--- src/rtl/slice_alu_seq.sv ---
// Multi-cycle ALU that works on SLICE_W-bit slices, least significant first.
// The carry or borrow passes between slices through a register.
module slice_alu_seq #(
    parameter int SLICE_W = 16,
    parameter int NSLICE  = 2
) (
    input  logic                         CLK,
    input  logic                         RESET,
    input  logic                         START,
    input  logic [2:0]                   OP,
    input  logic [$clog2(NSLICE)-1:0]    LEN,
    input  logic [SLICE_W*NSLICE-1:0]    A,
    input  logic [SLICE_W*NSLICE-1:0]    B,
    input  logic                         XIN,
    input  logic                         ZIN,
    output logic                         BUSY,
    output logic                         DONE,
    output logic [SLICE_W*NSLICE-1:0]    RESULT,
    output logic [4:0]                   CCR
);

    localparam int OPW = SLICE_W * NSLICE;
    localparam int LW  = $clog2(NSLICE);
    localparam int M   = SLICE_W - 1;

    localparam logic [0:0] S_IDLE = 1'b0;
    localparam logic [0:0] S_RUN  = 1'b1;

    localparam logic [2:0] OP_ADD  = 3'd0;
    localparam logic [2:0] OP_SUB  = 3'd1;
    localparam logic [2:0] OP_AND  = 3'd2;
    localparam logic [2:0] OP_OR   = 3'd3;
    localparam logic [2:0] OP_EOR  = 3'd4;
    localparam logic [2:0] OP_ADDX = 3'd5;
    localparam logic [2:0] OP_SUBX = 3'd6;
    localparam logic [2:0] OP_CMP  = 3'd7;

    logic [0:0]     state;
    logic [2:0]     op_r;
    logic [LW-1:0]  len_r;
    logic [LW-1:0]  idx;
    logic [OPW-1:0] a_r;
    logic [OPW-1:0] b_r;
    logic [OPW-1:0] work;
    logic           xin_r;
    logic           zin_r;
    logic           cy;
    logic           zacc;
    logic           done_r;
    logic [OPW-1:0] result_r;
    logic [4:0]     ccr_r;

    logic [SLICE_W-1:0] sa;
    logic [SLICE_W-1:0] sb;
    logic [SLICE_W-1:0] d;
    logic [SLICE_W:0]   ext;
    logic [OPW-1:0]     work_nxt;
    logic               z_nxt;
    logic               v_s;
    logic               c_s;
    logic               is_sub;
    logic               is_arith;
    logic               x_ops;
    logic               last;
    logic [4:0]         ccr_nxt;

    always_comb begin
        sa       = a_r[int'(idx)*SLICE_W +: SLICE_W];
        sb       = b_r[int'(idx)*SLICE_W +: SLICE_W];
        is_sub   = (op_r == OP_SUB) || (op_r == OP_SUBX) || (op_r == OP_CMP);
        is_arith = is_sub || (op_r == OP_ADD) || (op_r == OP_ADDX);
        x_ops    = (op_r == OP_ADDX) || (op_r == OP_SUBX);
        ext      = '0;
        case (op_r)
            OP_ADD, OP_ADDX:
                ext = {1'b0, sa} + {1'b0, sb} + {{SLICE_W{1'b0}}, cy};
            OP_SUB, OP_SUBX, OP_CMP:
                ext = {1'b0, sa} - {1'b0, sb} - {{SLICE_W{1'b0}}, cy};
            OP_AND:  ext = {1'b0, sa & sb};
            OP_OR:   ext = {1'b0, sa | sb};
            OP_EOR:  ext = {1'b0, sa ^ sb};
            default: ext = '0;
        endcase
        d        = ext[SLICE_W-1:0];
        work_nxt = work;
        work_nxt[int'(idx)*SLICE_W +: SLICE_W] = d;
        z_nxt    = zacc & (d == '0);
        // Overflow only matters on the final slice, where d holds the sign bit
        if (is_sub)
            v_s = (sa[M] != sb[M]) && (d[M] != sa[M]);
        else
            v_s = (sa[M] == sb[M]) && (d[M] != sa[M]);
        c_s     = is_arith & ext[SLICE_W];
        ccr_nxt = {
            (is_arith && (op_r != OP_CMP)) ? c_s : xin_r,
            d[M],
            x_ops ? (zin_r & z_nxt) : z_nxt,
            is_arith & v_s,
            c_s
        };
        last = (idx == len_r);
    end

    always_ff @(posedge CLK) begin
        if (RESET) begin
            state    <= S_IDLE;
            op_r     <= '0;
            len_r    <= '0;
            idx      <= '0;
            a_r      <= '0;
            b_r      <= '0;
            work     <= '0;
            xin_r    <= 1'b0;
            zin_r    <= 1'b0;
            cy       <= 1'b0;
            zacc     <= 1'b0;
            done_r   <= 1'b0;
            result_r <= '0;
            ccr_r    <= '0;
        end else begin
            done_r <= 1'b0;
            unique case (state)
                S_IDLE: begin
                    if (START) begin
                        op_r  <= OP;
                        len_r <= LEN;
                        a_r   <= A;
                        b_r   <= B;
                        xin_r <= XIN;
                        zin_r <= ZIN;
                        idx   <= '0;
                        cy    <= XIN & ((OP == OP_ADDX) || (OP == OP_SUBX));
                        zacc  <= 1'b1;
                        work  <= A;
                        state <= S_RUN;
                    end
                end
                S_RUN: begin
                    work <= work_nxt;
                    zacc <= z_nxt;
                    cy   <= ext[SLICE_W];
                    idx  <= idx + 1'b1;
                    if (last) begin
                        state  <= S_IDLE;
                        done_r <= 1'b1;
                        ccr_r  <= ccr_nxt;
                        if (op_r != OP_CMP)
                            result_r <= work_nxt;
                    end
                end
                default: state <= S_IDLE;
            endcase
        end
    end

    assign BUSY   = (state == S_RUN);
    assign DONE   = done_r;
    assign RESULT = result_r;
    assign CCR    = ccr_r;

endmodule
--- config.mk ---
export PLATFORM = sky130hd
export DESIGN_NAME = slice_alu_seq
export DESIGN_NICKNAME = d
export VERILOG_FILES = /design/src/rtl/slice_alu_seq.sv
export SDC_FILE = /design/constraint.sdc
export NUM_CORES = 1
export LEC_CHECK = 0
export ABC_CLOCK_PERIOD_IN_PS = 14000
export CELL_PAD_IN_SITES_DETAIL_PLACEMENT = 0
export CELL_PAD_IN_SITES_GLOBAL_PLACEMENT = 1
export CORE_MARGIN = 10
export CORE_UTILIZATION = 40
export DETAILED_ROUTE_END_ITERATION = 16
export PLACE_DENSITY_LB_ADDON = 0.1
export SETUP_SLACK_MARGIN = 0.02
export SYNTH_ARGS = -nofsm -noshare
export SYNTH_HDL_FRONTEND = slang
export SYNTH_SLANG_ARGS = --single-unit
export TNS_END_PERCENT = 20
--- constraint.sdc ---
create_clock -name CLK -period 14 [get_ports CLK]
set_input_delay 2.8 -clock CLK [delete_from_list [all_inputs] [get_ports CLK]]
set_output_delay 2.8 -clock CLK [all_outputs]
set_load 0.01 [all_outputs]
### Yosys cells after proc, flatten, opt, wreduce, memory -nomap -nowiden

Cells that the tools add are included.

| operators by class | value |
|---|---|
| add/subtract/negate cells | 6 |
| equal/unequal tests | 15 |
| shift-type cells | 4 |
| multiplexer cells | 17 |
| bitwise operators | 9 |
| reduce and logical (&&, ||, !) cells | 17 |

Operators with widths:

| operator | number |
|---|---|
| one-hot mux 17 bit (5 select lines) | 1 |
| one-hot mux 32 bit (2 select lines) | 1 |
| indexed part select 32 x 6 -> 16 bit | 2 |
| negator 5 -> 33 bit | 1 |
| variable shift 16 x 33 -> 32 bit, first input constant | 1 |
| indexed part select 16 x 33 -> 32 bit | 1 |
| bitwise mux 32 bit | 1 |
| 2-to-1 mux 32 bit | 1 |
| equality test 3 bit, second input constant | 6 |
| adder 16 x 16 -> 17 bit | 1 |
| adder 17 x 1 -> 17 bit | 1 |
| subtractor 16 x 16 -> 17 bit | 1 |
| subtractor 17 x 1 -> 17 bit | 1 |
| AND 16 bit | 1 |
| logical NOT 16 bit | 1 |
| OR 16 bit | 1 |
| XOR 16 bit | 1 |
| 2-to-1 mux 1 bit | 9 |
| one-hot mux 1 bit (2 select lines) | 4 |
| equality test 3 x 2 -> 1 bit, second input constant | 2 |
| logical OR 1 bit | 6 |
| AND 1 bit | 5 |
| AND reduction 2 bit | 2 |
| OR reduction 2 bit | 2 |
| other kinds (11) | 15 |

| storage, ports and cells | value |
|---|---|
| register bits after elaboration | 144 |
| bits of input ports | 73 |
| output and inout port bits | 39 |
| logic and storage cells | 82 |

### Logic depth before layout (Yosys ltp)

Gate-level depths: netlist (run 1).

| logic depth | value |
|---|---|
| word-level depth | 8 |
| depth in mapped cells | 18 |
| mapped depth without buffers | 14 |

### Worst setup path after synthesis (run 1)

No wires, ideal clock.

| path | value |
|---|---|
| path type | reg-to-reg |
| start | register idx |
| end | register ccr_r[2] (netlist: CCR[2]) |
| setup time | 96 ps |
| arrival | 4603 ps |
| data required time | 13904 ps |
| slack | 9301 ps |
| stages on the path, launching flop included | 17 |
| path buffers | 3 |
| period minus slack after synthesis | 4699 ps |
| cells stage by stage | dfxtp_1 > buf_6 > clkbuf_1 > buf_1 > mux2i_1 > fa_1 > inv_1 > fa_1 > a211oi_1 > o21bai_1 > a211oi_1 > a21oi_1 > a221oi_1 > nand3_1 > or4_1 > or4b_1 > o41ai_2 |

| on the way | value |
|---|---|
| word-level cells in the longest chain between the ends | 8 |
| elaborated cells on any way between the ends | 16 |
| classes of those cells | add/sub: 4; eq/ne: 1; shift: 2; mux: 2; bitwise: 5; reduce/logical: 2 |

RTL lines:

| what | line | text |
|---|---|---|
| from (decl) | 41 | `logic [LW-1:0] idx;` |
| from (signal assigned) | 142 | `idx <= idx + 1'b1;` |
| indexed part select 32 x 6 -> 16 bit, on equally long branches | 68, 69 |  |
| subtractor 16 x 16 -> 17 bit or adder 16 x 16 -> 17 bit (tied branches) | 78, 76 |  |
| subtractor 17 x 1 -> 17 bit or adder 17 x 1 -> 17 bit (tied branches) | 78, 76 |  |
| one-hot mux 17 bit (5 select lines) | 74 | `case (op_r)` |
| logical NOT 16 bit | 87 | `z_nxt = zacc & (d == '0);` |
| AND 1 bit | 87 |  |
| AND 1 bit | 97 | `x_ops ? (zin_r & z_nxt) : z_nxt,` |
| 2-to-1 mux 1 bit | 97 |  |
| to (signal assigned) | 146 | `ccr_r <= ccr_nxt;` |
| to (decl) | 51 | `logic [4:0] ccr_r;` |

Several ways; a longest one is shown, not always the timed one.
A chain may end at the register's enable or synchronous reset.

### Worst setup path after layout (run 1)

Ends and elaborated chain as after synthesis.

==> metrics.md, run 1 <==
| Metric | Value |
|---|---|
| Initial antenna violation count | 0 |
| Setup bufs post-CTS | 0 |
| Vias per cell | 5.55 |
| Leading area contributor after synthesis | dfxtp_1 |
| Crit-path cells | buf_4 > mux2i_1 > fa_1 > inv_1 > fa_1 > a211oi_1 > o21ai_0 > a221oi_1 > o21ai_0 > xor2_1 > o22ai_1 > inv_1 > or4b_2 > o41ai_2 |
| Num CTS Buffers | 17 |
| Most frequent cells after synthesis | 191 x nand2_1, 144 x dfxtp_1, 123 x a21oi_1 |
| GRT Overall Usage | 19.8% |
| Int Power | 880 uW |
| Final period util | 39.1% |
| Root Buffer | clkbuf_16 |
| Core area | 22000 sq um |
| Max-slew violations | 0 |
| Min Tclk post-route | 5480 ps |
| Clk_lat worst skew | 430 ps |
| Xor/xnor share of the synthesized area | 1.55% |
| HPWL after DPL | 21.3 mm |
| CTS tree | built |
| Adder-cell area share of the yosys netlist | 9.21% |
| Avg WL per Cell | 19.3 um |
| Post-Synth Simple-Gate Area | 20.2% |
| Vias | 8360 |
| Net Sw Frac | 35.3% |
| Crit path max fanout | 35 |
| DIE AREA | 29000 sq um |
| Placed Area | 10200 sq um |
| Max Clk Rate | 183 MHz |
| Sequential cell area fraction in the yosys report | 32.0% |
| Hold buffer count at CTS | 0 |
| CTS max path bufs | 2 |
| Mapped Nets | 1294 |
| Worst vdd ir | 0.0780 mV |
| Crit-path slowest cell | dfxtp_4 |
| Fill cells | 2202 |
| Critical path's largest stage delay | 700 ps |
| Die X | 170 um |
| Top-count cell post-synth | nand2_1 |
| Largest family of logic cells by synthesized area | compound AO/OA/AOI/OAI gates |
| Normalized max-slew margin | 34.7% |
| Worst Setup End Kind | flip-flop |
| Family with the most delay on the worst path | compound AO/OA/AOI/OAI gates |
| Critical Path RT | 14320 ps |
| Worst setup path category | flip-flop to flip-flop |
| RSZ-0062 raised after global routing | false |
| Synth top area cells | dfxtp_1 32%, ha_1 8.3%, nand2_1 7.9%, a21oi_1 6.8%, mux2i_1 5.7% |
| Final instance area | 10800 sq um |
| Rows | 54 |
| Drt drc | 0 |
| Worst-Margin Slew | 979 ps |
| Setup-failing EPs final | 0 |
| Synth Warn # | 0 |
| Largest net degree at the start of global routing | 88 |
| CTS resizes | 0 |
| Synthesized area | 9020 sq um |
| First-pass GRT wire length | 45.5 mm |
| Height of the die | 170 um |
| Switching pwr | 480 uW |
| CTS Sinks | 144 |
| Data arrival, critical path | 5800 ps |
| Crit path buffers/inverters | 3 |
| Sequential share of power | 34.3% |
| Vias in the first global route | 7980 |
| Yosys top cell area share | 32.0% |
| Fraction of registers with async set/reset | 0% |
| Leakage | 0.00432 uW |
| Crit path launch type | flip-flop |
| GPL Wtd Cong | 0.892 |
| Avg Cell Area, Syn | 7.80 sq um |
| Mux cell area share after synthesis | 6.44% |
| Drt pass-1 iters | 6 |
| Compound-Gate Fraction of Synth Area | 24.5% |
| Outcome | completed |
| Setup TNS | 0 ps |
| Routed Antenna Nets | 0 |
| Post-Syn Instances | 1157 |
| Max-cap check violation count | 0 |
| Layout Skew | 16.4 ps |
| Hold Vio Cnt, Final | 0 |
| Layout Nets | 1351 |
| Area growth from synthesis to layout | 20.3% |
| Pwr dens | 125 nW/um^2 |
| Post-synth EDFFs | 0 |
| Distinct cells, synth | 84 |
| Initial core utilization | 41.0% |
| Starting DRT DRC Count | 536 |
| Min-Delay Path Class | flip-flop to flip-flop |
| Clock power frac | 35.6% |
| Top-level I/O count | 112 |
| Diodes inserted | 0 |
| Clk pin slew, worst setup/hold paths | 70 ps |
| Port bufs | 111 |
| Synth Register Bits | 144 |
| CTS H-tree lvls | 4 |
| GRT overflow | 0 |
| DRT Wirelength | 29.1 mm |
| Ys flop type | dfxtp_1 |
| Share of cells above drive strength 1 | 6.03% |
| Combinational fraction of design power | 30.1% |
==> power by group through the flow <==
stage	sequential, uW	clock [uW]	combinational [uW]
3_5_place_dp	476	0	408
4_1_cts	467	493	410
3_3_place_gp	475	0	408
6_report	467	484	409
5_1_grt	471	511	451
2_1_floorplan	470	0	276
==> registers in the layout, indices dropped and copies added (netlist names) <==
| name | cells |
|---|---|
| RESULT | 32 |
| a_r | 32 |
| b_r | 32 |
| work | 32 |
| CCR | 5 |
| op_r | 3 |
| BUSY | 1 |
| DONE | 1 |
| cy | 1 |
| idx | 1 |
| len_r | 1 |
| xin_r | 1 |
| zacc | 1 |
| zin_r | 1 |
==> worst min-delay path, stage by stage (launching register included) <==
cell and delay (ps):
dfxtp_1 310, nand2_1 50, a21oi_1 50
==> final timing paths <==
kind,startpoint,endpoint,slack [ps],depth (start not counted)
max,idx$_SDFFE_PP0P_,CCR[2]$_SDFFE_PP0P_,8520,14
min,RESULT[22]$_SDFFE_PP0P_,RESULT[22]$_SDFFE_PP0P_,450,2
max reg2reg,idx$_SDFFE_PP0P_,CCR[2]$_SDFFE_PP0P_,8520,14
min reg2reg,RESULT[22]$_SDFFE_PP0P_,RESULT[22]$_SDFFE_PP0P_,450,2
==> through the flow <==
stage	power [uW]	setup WS (ps)	utilization, %	cells	hold slack (ps)
floorplan	746	9300	-	1157	431
global placement	883	8760	46.5	1475	442
detailed placement	883	8610	46.5	1475	446
CTS	1370	8570	49.3	1507	456
global route	1430	8190	49.3	1507	471
finish	1360	8520	49.3	1507	453
==> layout make-up <==
class                      count  area (sq um)  area share, %
timing repair buffer         121          1180           10.9
multi-input combinational    871          5600           51.6
sequential                   144          2890           26.6
inverter                      59           221           2.04
clock buffer                  17           425           3.92
tap                          280           350           3.23
clock inverter                15           188           1.73
==> cells by family after synthesis <==
group           count (synthesis)
buf+inv                       142
xor+xnor                       16
flops                         144
compound gates                337
simple gates                  397
fa+ha+maj                      64
mux                            57
==> cells in the final DEF, fill, tap and decap left out, types with 4 or more instances in the layout <==
| cell type | Yosys | layout |
|---|---|---|
| or3_1 | 6 | 6 |
| a211oi_1 | 63 | 63 |
| nor2b_1 | 29 | 28 |
| clkbuf_16 | 0 | 17 |
| nor3b_1 | 6 | 6 |
| and2_1 | 5 | 5 |
| inv_8 | 0 | 4 |
| a31oi_1 | 10 | 10 |
| buf_4 | 0 | 11 |
| a221oi_1 | 5 | 5 |
| nand3_1 | 15 | 15 |
| o211ai_1 | 14 | 14 |
| inv_1 | 57 | 57 |
| clkdlybuf4s50_1 | 0 | 109 |
| fa_1 | 4 | 4 |
| nor4_1 | 7 | 7 |
| ha_1 | 60 | 60 |
| mux2_2 | 5 | 5 |
| xnor2_1 | 5 | 5 |
| nand2b_1 | 10 | 10 |
| o21bai_1 | 4 | 4 |
| a21oi_1 | 123 | 123 |
| nor3_1 | 12 | 12 |
| inv_6 | 0 | 6 |
| nand2_1 | 191 | 190 |
| xor2_1 | 11 | 11 |
| o21ai_0 | 50 | 50 |
| nor2_1 | 85 | 85 |
| mux2i_1 | 51 | 51 |
| and3_1 | 4 | 4 |
| dfxtp_1 | 144 | 142 |
| a21o_1 | 9 | 9 |
| o22ai_1 | 4 | 4 |
| o21a_1 | 7 | 7 |
==> metal layers <==
metal  GRT usage [%]  up-vias  part of all wire [%]
met5               0        -                     0
met4            6.22        0                   2.3
met3            3.61       32                   5.0
met2            31.1      227                    45
met1            26.9     3921                    47
li1                -     4180                     -
No activity file was read; power rests on OpenSTA's default activity.
==> inputs of run 2 (changes only) <==
--- a/config.mk
+++ b/config.mk
@@ -5,7 +5,7 @@
 export SDC_FILE = /design/constraint.sdc
 export NUM_CORES = 1
 export LEC_CHECK = 0
-export ABC_CLOCK_PERIOD_IN_PS = 14000
+export ABC_CLOCK_PERIOD_IN_PS = 5300
 export CELL_PAD_IN_SITES_DETAIL_PLACEMENT = 0
 export CELL_PAD_IN_SITES_GLOBAL_PLACEMENT = 1
 export CORE_MARGIN = 10
==> constraint.sdc (replaced) <==
create_clock -name CLK -period 5.3 [get_ports CLK]
set_input_delay 1.06 -clock CLK [delete_from_list [all_inputs] [get_ports CLK]]
set_output_delay 1.06 -clock CLK [all_outputs]
set_load 0.01 [all_outputs]
==> run 2 against run 1 <==
  * Sequential power grew to 2.6 times the previous value
  * Cell count is 0.46% higher
  * Count of clock-buffer cells in the layout is 1 higher
  * Worst setup slack worse by 8000 ps
  * Flip-flop and latch count stayed put
  * Cell area is 0.66% higher
  * Global-route usage is 1.5 points higher
  * Register-to-register slack worse by 8000 ps
  * Maximum frequency is 14% higher
  * Power grew to 2.6 times the previous value
  * Clock power grew to 2.6 times the previous value
  * Worst hold slack better by 0.82 ps
  * Critical path type unchanged
==> metrics.md, run 2 (synthesis results as in run 1) <==
| Metric | Value |
|---|---|
| Outcome | completed |
| Worst setup path category | flip-flop to flip-flop |
| Most common cell after layout, fill and taps aside | nand2_1 |
| Leakage | 0.00435 uW (+0.85%) |
| M3 GR Usage | 3.10% (-0.51 points) |
| First-pass GRT wire length | 48.1 mm (+5.7%) |
| Core area | 22000 sq um (unchanged) |
| Hold buffer count at CTS | 0 (unchanged) |
| Top-level I/O count | 112 (unchanged) |
| Rows | 54 (unchanged) |
| CTS max path bufs | 2 (unchanged) |
| Clk pin slew, worst setup/hold paths | 70 ps (about the same) |
| Root Buffer | clkbuf_16 |
| Max-cap check violation count | 0 (unchanged) |
| Clk_lat worst skew | 430 ps (about the same) |
| Drt pass-1 iters | 5 (-1) |
| Worst vdd ir | 0.211 mV (+170%) |
| Initial antenna violation count | 0 (unchanged) |
| Placed Area | 10300 sq um (+0.76%) |
| Worst-Margin Slew | 1150 ps (+172 ps) |
| Vias per cell | 5.62 (+1.3%) |
| Max Clk Rate | 209 MHz (+14%) |
| Routed Antenna Nets | 0 (unchanged) |
| Diodes inserted | 0 (unchanged) |
| Vias | 8505 (+1.7%) |
| Max-slew violations | 0 (unchanged) |
| Drt drc | 0 (unchanged) |
| Min Tclk post-route | 4790 ps (-684 ps) |
| DRT Wirelength | 31.0 mm (+6.7%) |
| Most frequent cells in the layout | 190 x nand2_1, 142 x dfxtp_1, 123 x a21oi_1 |
| Crit path max fanout | 26 (-26%) |
| Setup-failing EPs final | 0 (unchanged) |
| Final instance area | 10900 sq um (+0.66%) |
| Pwr dens | 330 nW/um^2 (+160%) |
| Die X | 170 um (unchanged) |
| Port bufs | 111 (unchanged) |
| CTS tree | built |
| Vias in the first global route | 8244 (+3.3%) |
| CTS H-tree lvls | 4 (unchanged) |
| Min-Delay Path Class | flip-flop to flip-flop |
| Critical Path RT | 5620 ps (-8700 ps) |
| GPL Wtd Cong | 0.941 (+5.6%) |
| M2 GR Usage | 34.9% (+3.7 points) |
| Grt peak-use layer | met2 |
| CTS Sinks | 144 (unchanged) |
| Hold Vio Cnt, Final | 0 (unchanged) |
| Starting DRT DRC Count | 588 (+9.7%) |
| Fill cells | 2248 (+2.1%) |
| Data arrival, critical path | 5120 ps (-680 ps) |
| Setup TNS | 0 ps (unchanged) |
| CTS resizes | 0 (unchanged) |
| Met1 usage | 28.3% (+1.4 points) |
| Hold Worst Slack | 454 ps (+0.819 ps) |
| Share of cells above drive strength 1 | 6.56% (+0.53 points) |
| Num CTS Buffers | 17 (unchanged) |
| Worst Setup End Kind | flip-flop |
| Avg WL per Cell | 20.5 um (+6.2%) |
| Largest net degree at the start of global routing | 87 (-1.1%) |
| Initial core utilization | 41.0% (unchanged) |
| Layout Nets | 1358 (+0.52%) |
| Height of the die | 170 um (unchanged) |
| RSZ-0062 raised after global routing | false |
| Normalized max-slew margin | 22.9% (-12 points) |
| Layout Skew | 13.7 ps (-2.65 ps) |
| Design Power | 3600 uW (+160%) |
| GRT overflow | 0 (unchanged) |
| Area growth from synthesis to layout | 21.1% |
| Crit path launch type | flip-flop |
| DIE AREA | 29000 sq um (unchanged) |
| GRT Overall Usage | 21.3% (+1.5 points) |
| Final period util | 90.4% (+51 points) |
| Setup bufs post-CTS | 0 (unchanged) |
| HPWL after DPL | 23.2 mm (+8.8%) |
[run 2: cell count changes in the layout (fill, tap and decap cells not counted)]
cell	previous run	this run
buf_12	0	2
clkinv_4	0	2
buf_4	11	16
clkbuf_8	0	1
clkinvlp_4	1	2
inv_4	1	0
clkinv_8	1	0
inv_8	4	2
[run 2: final timing paths]
kind	from	to	slack [ps]	cells past startpoint
worst max register to register	idx$_SDFFE_PP0P_	CCR[2]$_SDFFE_PP0P_	510	11
worst min register to register	RESULT[14]$_SDFFE_PP0P_	RESULT[14]$_SDFFE_PP0P_	450	2
worst min-delay path	RESULT[14]$_SDFFE_PP0P_	RESULT[14]$_SDFFE_PP0P_	450	2
worst max-delay path	idx$_SDFFE_PP0P_	CCR[2]$_SDFFE_PP0P_	510	11
[run 2: area by class of cell]
class	count	area [sq um]	share of cell area [%]
Clock inverter	14	168	1.54
Tap cell	280	350	3.21
Inverter	59	221	2.03
Multi-Input combinational cell	871	5600	51.3
Timing Repair Buffer	128	1260	11.5
Clock buffer	18	439	4.02
Sequential cell	144	2890	26.4
[run 2: critical path: stages, from the launching register on]
cell and delay, ps:
dfxtp_4 620, buf_4 360, mux2i_1 540, ha_1 410, ha_1 460, a21oi_1 290, nand2_1 110, a31o_2 230
a2111oi_0 400, o311ai_0 370, or4b_1 620, o41ai_2 270
[run 2: report_power, final]
| group | leakage, uW | internal (uW) | switching (uW) | total, uW |
|---|---|---|---|---|
| clock | 0.000293 | 724 | 540 | 1260 |
| combinational | 0.00288 | 438 | 668 | 1110 |
| sequential | 0.00119 | 1170 | 56.7 | 1230 |
[run 2: layer usage]
| layer | vias to the layer above | part of all wire (%) |
|---|---|---|
| met5 | - | 0 |
| met4 | 0 | 2.1 |
| met3 | 32 | 4.1 |
| met2 | 213 | 47 |
| met1 | 4062 | 47 |
| li1 | 4198 | - |
[run 2: per-stage QoR]
stage               instances  setup WS [ps]  utilization (%)
floorplan                1157            601                -
global placement         1482            658             46.8
detailed placement       1482            572             46.8
CTS                      1514            545             49.6
global route             1514            129             49.6
finish                   1514            507             49.6
